$ cat config.mk
export PLATFORM = sky130hd
export DESIGN_NAME = spi_slave_gen
export DESIGN_NICKNAME = d
export VERILOG_FILES = /design/src/rtl/spi_pkg.sv /design/src/rtl/spi_sync.sv /design/src/rtl/spi_slave_gen.sv
export SDC_FILE = /design/constraint.sdc
export NUM_CORES = 1
export LEC_CHECK = 0
export ABC_AREA = 1
export CAP_MARGIN = 20
export CORE_ASPECT_RATIO = 1.4
export CORE_MARGIN = 4
export CORE_UTILIZATION = 43
export DETAILED_ROUTE_END_ITERATION = 7
export GPL_TIMING_DRIVEN = 0
export HOLD_SLACK_MARGIN = 0.02
export PLACE_DENSITY = 0.73
export SLEW_MARGIN = 10
export SYNTH_ARGS = -nofsm -noshare
export SYNTH_HDL_FRONTEND = slang
export SYNTH_SLANG_ARGS = --single-unit
$ cat constraint.sdc
create_clock -name clk -period 0.9 [get_ports clk]
set_input_delay 0.18 -clock clk [delete_from_list [all_inputs] [get_ports clk]]
set_output_delay 0.18 -clock clk [all_outputs]
set_load 0.03 [all_outputs]
$ cat src/rtl/spi_pkg.sv
// spi_pkg: shared definitions for the SPI slave receiver.
//   spi_state_e : receive FSM encoding (idle / shifting a word)
//   SYNC_DEPTH  : number of flops in each pin synchroniser
package spi_pkg;

  typedef enum logic [0:0] {
    ST_IDLE  = 1'b0,
    ST_SHIFT = 1'b1
  } spi_state_e;

  localparam int SYNC_DEPTH = 2;

endpackage

$ cat src/rtl/spi_sync.sv
// spi_sync: multi-bit flop-chain synchroniser with a clock enable.
// Each bit is resynchronised independently into the clk domain.
// Ports:
//   clk   : system clock, rising edge
//   reset : synchronous active-low reset, clears every stage to 0
//   en    : stages advance only while en=1
//   din   : asynchronous inputs
//   dout  : synchronised outputs (last stage of the chain)
module spi_sync
  import spi_pkg::*;
#(
  parameter int WIDTH = 1
) (
  input  logic             clk,
  input  logic             reset,
  input  logic             en,
  input  logic [WIDTH-1:0] din,
  output logic [WIDTH-1:0] dout
);

  logic [SYNC_DEPTH-1:0][WIDTH-1:0] stages;

  // Flop chain: stage 0 captures the pins, later stages follow.
  always_ff @(posedge clk) begin
    if (!reset) begin
      stages <= '0;
    end else if (en) begin
      stages <= {stages[SYNC_DEPTH-2:0], din};
    end
  end

  assign dout = stages[SYNC_DEPTH-1];

endmodule

$ cat src/rtl/spi_slave_gen.sv
// spi_slave_gen: oversampled SPI slave receiver with optional transmitter.
// All SPI pins are resynchronised into clk; the design advances only on
// clk edges where clk_half=0.
// Optional feature: define SPI_SLAVE_GEN_MISO_EN to build the miso
// transmit shifter; otherwise miso is tied to 0.
// Ports:
//   clk, reset      : system clock and synchronous active-low reset
//   clk_half        : qualifier, state advances only when 0
//   sck, cs, mosi   : asynchronous SPI pins (cs active-low)
//   miso            : serial transmit data
//   data, rdy       : last received word and its valid level
//   ack             : consumer acknowledge, clears rdy and overrun
//   overrun         : sticky flag, a word replaced an unacknowledged one
//   tx_data,tx_load : next word to transmit, latched while idle
module spi_slave_gen
  import spi_pkg::*;
#(
  parameter int WIDTH     = 8,
  parameter bit CPOL      = 1'b0,
  parameter bit CPHA      = 1'b0,
  parameter bit MSB_FIRST = 1'b1
) (
  input  logic             clk,
  input  logic             reset,
  input  logic             clk_half,
  input  logic             sck,
  input  logic             cs,
  input  logic             mosi,
  output logic             miso,
  output logic [WIDTH-1:0] data,
  output logic             rdy,
  input  logic             ack,
  output logic             overrun,
  input  logic [WIDTH-1:0] tx_data,
  input  logic             tx_load
);

  localparam int CNT_W = $clog2(WIDTH + 1);

  logic             en;
  logic [2:0]       pins_sync;
  logic             sck_s, cs_s, mosi_s;
  logic             sck_hist;
  logic             sck_norm, hist_norm;
  logic             lead, trail, sample, shift_edge;
  spi_state_e       state, state_next;
  logic             active;
  logic [CNT_W-1:0] bit_cnt, cnt_inc;
  logic             word_done;
  logic             done;
  logic [WIDTH-1:0] rx_shift, rx_next;

  assign en = ~clk_half;

  spi_sync #(.WIDTH(3)) u_sync (
    .clk   (clk),
    .reset (reset),
    .en    (en),
    .din   ({sck, cs, mosi}),
    .dout  (pins_sync)
  );

  assign sck_s  = pins_sync[2];
  assign cs_s   = pins_sync[1];
  assign mosi_s = pins_sync[0];

  // Normalising by CPOL makes "leading" always a 0->1 transition.
  assign sck_norm   = sck_s ^ CPOL;
  assign hist_norm  = sck_hist ^ CPOL;
  assign lead       = sck_norm & ~hist_norm;
  assign trail      = ~sck_norm & hist_norm;
  assign sample     = CPHA ? trail : lead;
  assign shift_edge = CPHA ? lead : trail;

  // A word is only shifted while selected; cs high in SHIFT aborts.
  assign active    = (state == ST_SHIFT) && !cs_s;
  assign cnt_inc   = bit_cnt + {{(CNT_W-1){1'b0}}, 1'b1};
  assign word_done = active && sample && (cnt_inc == CNT_W'(WIDTH));
  assign rx_next   = MSB_FIRST ? {rx_shift[WIDTH-2:0], mosi_s}
                               : {mosi_s, rx_shift[WIDTH-1:1]};

  // FSM state register.
  always_ff @(posedge clk) begin
    if (!reset) begin
      state <= ST_IDLE;
    end else if (en) begin
      state <= state_next;
    end
  end

  // FSM next-state logic.
  always_comb begin
    state_next = state;
    case (state)
      ST_IDLE: begin
        if (!cs_s) state_next = ST_SHIFT;
        else       state_next = ST_IDLE;
      end
      ST_SHIFT: begin
        if (cs_s) state_next = ST_IDLE;
        else      state_next = ST_SHIFT;
      end
      default: state_next = ST_IDLE;
    endcase
  end

  // Receive datapath: sck history, bit counter, shift register, done flag.
  always_ff @(posedge clk) begin
    if (!reset) begin
      sck_hist <= CPOL;
      bit_cnt  <= {CNT_W{1'b0}};
      rx_shift <= {WIDTH{1'b0}};
      done     <= 1'b0;
    end else if (en) begin
      sck_hist <= sck_s;
      done     <= word_done;
      if (!active) begin
        bit_cnt <= {CNT_W{1'b0}};
      end else if (sample) begin
        bit_cnt  <= word_done ? {CNT_W{1'b0}} : cnt_inc;
        rx_shift <= rx_next;
      end
    end
  end

  // Output words one cycle after completion; a completion wins over ack.
  always_ff @(posedge clk) begin
    if (!reset) begin
      data    <= {WIDTH{1'b0}};
      rdy     <= 1'b0;
      overrun <= 1'b0;
    end else if (en) begin
      if (done) begin
        data <= rx_shift;
        rdy  <= 1'b1;
      end else if (ack) begin
        rdy <= 1'b0;
      end
      if (ack) begin
        overrun <= 1'b0;
      end else if (done && rdy) begin
        overrun <= 1'b1;
      end
    end
  end

`ifdef SPI_SLAVE_GEN_MISO_EN
  logic [WIDTH-1:0] tx_latch, tx_shift;
  logic             miso_q;
  logic             tx_load_now, tx_step_now;

  function automatic logic first_bit(input logic [WIDTH-1:0] v);
    return MSB_FIRST ? v[WIDTH-1] : v[0];
  endfunction

  function automatic logic [WIDTH-1:0] advance(input logic [WIDTH-1:0] v);
    return MSB_FIRST ? {v[WIDTH-2:0], 1'b0} : {1'b0, v[WIDTH-1:1]};
  endfunction

  // A zero bit count on a non-sample edge means a word boundary, so the
  // next word starts there; CPHA=0 also needs its first bit at select.
  assign tx_load_now = ((!CPHA) && (state == ST_IDLE) && !cs_s) ||
                       (active && shift_edge && (bit_cnt == {CNT_W{1'b0}}));
  assign tx_step_now = active && shift_edge && (bit_cnt != {CNT_W{1'b0}});

  // Transmit latch and shifter driving the registered miso.
  always_ff @(posedge clk) begin
    if (!reset) begin
      tx_latch <= {WIDTH{1'b0}};
      tx_shift <= {WIDTH{1'b0}};
      miso_q   <= 1'b0;
    end else if (en) begin
      if ((state == ST_IDLE) && tx_load) begin
        tx_latch <= tx_data;
      end
      if (tx_load_now) begin
        miso_q   <= first_bit(tx_latch);
        tx_shift <= advance(tx_latch);
      end else if (tx_step_now) begin
        miso_q   <= first_bit(tx_shift);
        tx_shift <= advance(tx_shift);
      end
    end
  end

  assign miso = miso_q;
`else
  logic unused_tx;

  assign unused_tx = ^{tx_data, tx_load, shift_edge};
  assign miso      = 1'b0;
`endif

endmodule

* Word-level counts from Yosys, hierarchy flattened
Cells that the tools add are included.
Word-level totals: bits in registers 31, bits of input ports 16, output and inout bits 11, word-level logic and storage cells 36
Operators by class: add/sub/neg operators 1, eq/ne operators 2, muxes and demuxes 8, bitwise operators 3, reductions and logical operators 12
Operators with widths (count):
- $mux 4 | 3
- $reduce_and 2->1 | 4
- $mux 1 | 5
- $add 4x1->4 const B | 1
- $eq 4x4->1 const B | 1
- $logic_and 1x1->1 | 4
- $reduce_bool 2->1 | 2
- $reduce_and 3->1 | 1
- $ne 2x2->1 const B | 1
- $not 1->1 | 2
- $and 1x1->1 | 1
- $logic_not 1->1 | 1

* Depth between registers and ports, before layout
word-level depth 7, mapped depth 7

* Cells and area by module
Synthesis repeated with hierarchy kept, for this count alone.
Second synthesis, totals: cells, all modules 171, area total of the unflattened synthesis 1288.7 µm²
By module, submodules not included:
- spi_slave_gen | instances 1, cells each 131, area each 1009.7 µm², seq. area each 500.5 µm²
- spi_sync | instances 1, cells each 40, area each 279.0 µm², seq. area each 120.1 µm²

* Worst setup path after synthesis
Ideal clock, no wire load.
path kind reg-to-reg, start point register bit_cnt[0], end point register bit_cnt[2], setup time 116 ps, arrival time 892 ps, data required time 784 ps, slack -109 ps, stages on the path, launching flop included 5, period minus slack after synthesis 1009 ps, path through dfxtp_1 ha_1 or2_2 nand3_1 a21oi_1
Between the ends: cells in the longest elaborated chain, start to end 6
RTL lines:
- from (decl) | line spi_slave_gen.sv:48 | logic [CNT_W-1:0] bit_cnt, cnt_inc;
- from (signal assigned) | line spi_slave_gen.sv:111 | bit_cnt <= {CNT_W{1'b0}};
- from (signal assigned) | line spi_slave_gen.sv:118 | bit_cnt <= {CNT_W{1'b0}};
- from (signal assigned) | line spi_slave_gen.sv:120 | bit_cnt <= word_done ? {CNT_W{1'b0}} : cnt_inc;
- $add 4x1->4 * | line spi_slave_gen.sv:77 | assign cnt_inc = bit_cnt + {{(CNT_W-1){1'b0}}, 1'b1};
- $eq 4x4->1 | line spi_slave_gen.sv:78 | assign word_done = active && sample && (cnt_inc == CNT_W'(WIDTH));
- $logic_and 1x1->1 | line spi_slave_gen.sv:78
- $mux 4 * | line spi_slave_gen.sv:120
- $mux 4 * | line spi_slave_gen.sv:119 | end else if (sample) begin
- $mux 4 * | line spi_slave_gen.sv:117 | if (!active) begin
Every way passes the cells marked *; elsewhere a longest branch is shown, timed or not. The select of a mux whose other input is x is not followed. A chain may end at the register's enable or synchronous reset.

* Worst setup path in the final report
start point register state, end point register rx_shift[6]
Between the ends: cells in the longest elaborated chain, start to end 2
RTL lines:
- from (decl) | line spi_slave_gen.sv:46 | spi_state_e state, state_next;
- from (signal assigned) | line spi_slave_gen.sv:87 | state <= state_next;
- $logic_and 1x1->1 | line spi_slave_gen.sv:76 | assign active = (state == ST_SHIFT) && !cs_s;
- $reduce_and 3->1 (no source line)
- to (signal assigned) | line spi_slave_gen.sv:112 | rx_shift <= {WIDTH{1'b0}};
- to (signal assigned) | line spi_slave_gen.sv:121 | rx_shift <= rx_next;
- to (decl) | line spi_slave_gen.sv:51 | logic [WIDTH-1:0] rx_shift, rx_next;
No other way between the ends.

==> results.yml <==
clock_network:
  cts_hold_buf: 0
  clockBufferDepth: 2
  cts_tree: "yes"
  numCtsBuffers: 5
  clock_latency_ns: 0.33
  cts_sinks: 31
  path_clk_slew_ns: 0.09
  htreeDepth: 2
  root_buffer: "clkbuf_4"
route:
  wl_per_cell_um: 10.7
  ant_nets: 0
  viasPerCell: 4.81
  first_iter_violations: 20
  met2_length_um: 1230
  top_layer: "met4"
  drt-total-wl_um: 2390
  drc: 0
  met3WireLength_um: 140
  dr_total_vias: 1072
  met1_length_um: 958
  drt_first_pass_iters: 5
synthesis:
  synth-seq-cells: 31
  ys_seq_area_frac: 0.516
  syn_nets: 174
  synth.distinct_cells: 21
  yosys_warnings: 0
  syn_area_mm2: 0.00120
  synth.avg_cell_area_um2: 7.67
  synthesis.instances: 157
floorplanning:
  core_mm2: 0.00264
  dieArea_mm2: 0.00372
  rows: 22
  chipHeight_um: 70.6
  die_width_um: 52.7
  initial_utilization: 0.455
  ios: 27
timing:
  skew_ns: 0.00229
  max_freq_mhz: 908
  min_period_ns: 1.10
  drv_slew: 0
  fin_tns_setup_ns: -2.85
  setup_viol: 23
  finalHoldViolations: 0
  rsz0062_at_grt: "yes"
  min_period_over_period: 1.22
  finalWorstSetupSlack_ns: -0.201
power:
  p_leak_nw: 0.688
  p_per_area_mw_per_mm2: 1600
  design_power_total_mw: 2.57
  vdd_drop_max_mv: 1.10
cells_and_area:
  fill_cells: 251
  stdcell_count: 223
  finish.utilization: 0.608
  num_antenna_cells: 0
  final_nets: 204
  drive_above_1_share: 0.364
  syn2layout_area_growth_pct: 33.6
  design_area_mm2: 0.00161
place:
  dp.cells: 208
  dpl.hpwl_um: 1570
  port_buffers: 15
  placed_area_mm2: 0.00141
  routabilityCongestion: 0.821
worst_setup_path:
  start_kind: "flip-flop"
  arrival_ns: 1.37
  cp-end-kind: "flip-flop"
  path_max_fanout: 5
  path_class: "flip-flop to flip-flop"
  critical_path_required_ns: 1.17
global_routing:
  grt.overflow.total: 0
  grt_max_degree: 11
  antenna_found_initial: 0
  grt_pass1_vias: 973
  grt_pass1_wl_um: 4040
  grt.total_usage: 0.146
run_status:
  status: "finished with violations"
  violations: "setup timing"
min_path:
  hp-class: "primary input to flip-flop"
run:
  drv_cap: 0
[final timing paths]
path / start / end / slack, ns / cells past startpoint
max reg2reg: state / rx_shift[6] / -0.20 / 7
min reg2reg: u_sync.stages[0] / u_sync.stages[0] / 0.49 / 2
max: state / rx_shift[6] / -0.20 / 7
min: reset / overrun / 0.14 / 3
[sequential cells by signal, indices dropped and copies added (netlist names)]
name           count
done               1
u_sync.dout        3
rdy                1
state              1
rx_shift           8
data               8
hist_norm          1
u_sync.stages      3
bit_cnt            4
overrun            1
[synthesized netlist by cell type]
master    number  area [um^2]
or2_2          1         6.26
inv_2          2         7.51
buf_2          3         15.0
dfxtp_1       31          621
nand3_1        3         15.0
nand4_1        1         6.26
a21boi_0       1         7.51
o21ai_1        3         15.0
a21oi_1       10         50.1
inv_1          8         30.0
nor2_2         1         6.26
conb_1         1         3.75
nor2_4         2         22.5
nand2_2        1         6.26
o21ai_0       24          120
ha_1           1         12.5
nor2_1        44          165
buf_4          1         7.51
nand2_1       15         56.3
buf_6          2         22.5
clkbuf_1       2         7.51
[worst max-delay path, stage by stage, from the launching register on]
cell,delay [ns]
dfxtp_2,0.34
inv_2,0.04
nor2_4,0.09
nand2_2,0.08
nor2_4,0.14
buf_4,0.16
o21ai_0,0.08
nor2_1,0.11
[cells in the final DEF, fill, tap and decap left out, types with 3 or more instances in the layout]
master	netlist	layout
a21oi_1	10	8
inv_2	2	4
dfxtp_2	0	16
nand2_1	15	12
clkdlybuf4s50_1	0	4
inv_1	8	4
buf_4	1	8
nor2_1	44	42
clkbuf_4	0	5
o21ai_0	24	19
buf_6	2	14
nand2_2	1	3
nor2_4	2	4
dfxtp_1	31	15
o21ai_1	3	7
[routing by layer]
metal | up-vias | track usage
met5 | - | 0
met4 | 0 | 0.0881
met3 | 8 | 0.0568
met2 | 30 | 0.238
met1 | 475 | 0.153
li1 | 559 | -
[cell type report]
cell class	instances	area, um^2	area share
repair buffers	23	225	0.140
well taps	36	45.0	0.0280
clock buffers	6	51.3	0.0319
plain buffers	8	58.8	0.0366
inverters	10	42.5	0.0265
multi-input cells	108	539	0.335
flip-flops and latches	31	641	0.398
clock inverters	1	5.00	0.00311
[power by group]
group	total (mW)	leakage [nW]	switching [mW]	internal [mW]
sequential	1.46	0.260	0.0318	1.43
combinational	0.288	0.394	0.161	0.127
clock	0.827	0.0341	0.466	0.361
total	2.57	0.688	0.659	1.92
[cells by family after synthesis]
kind of cell,after synthesis,share of synthesized area
compound gates,38,0.160
other cells,1,0.00312
fa+ha+maj,1,0.0104
buf+inv,18,0.0748
simple gates,68,0.236
flops,31,0.516
[timing repair]
action / in CTS / in global routing
pin swaps: 0 / 2
resized for setup: 91 / 20
buffers inserted: 4 / 2
endpoints found under the setup margin: 32 / 32
gates cloned: 2 / 0
[through the flow]
| stage | hold slack (ns) | worst slack, ns |
|---|---|---|
| 5_1_grt | 0.143 | -0.287 |
| 6_report | 0.138 | -0.201 |
| 2_1_floorplan | 0.262 | -0.0810 |
| 3_5_place_dp | 0.458 | -0.546 |
| 3_3_place_gp | 0.459 | -0.537 |
| 4_1_cts | 0.141 | -0.185 |
No activity file was read; power rests on OpenSTA's default activity.
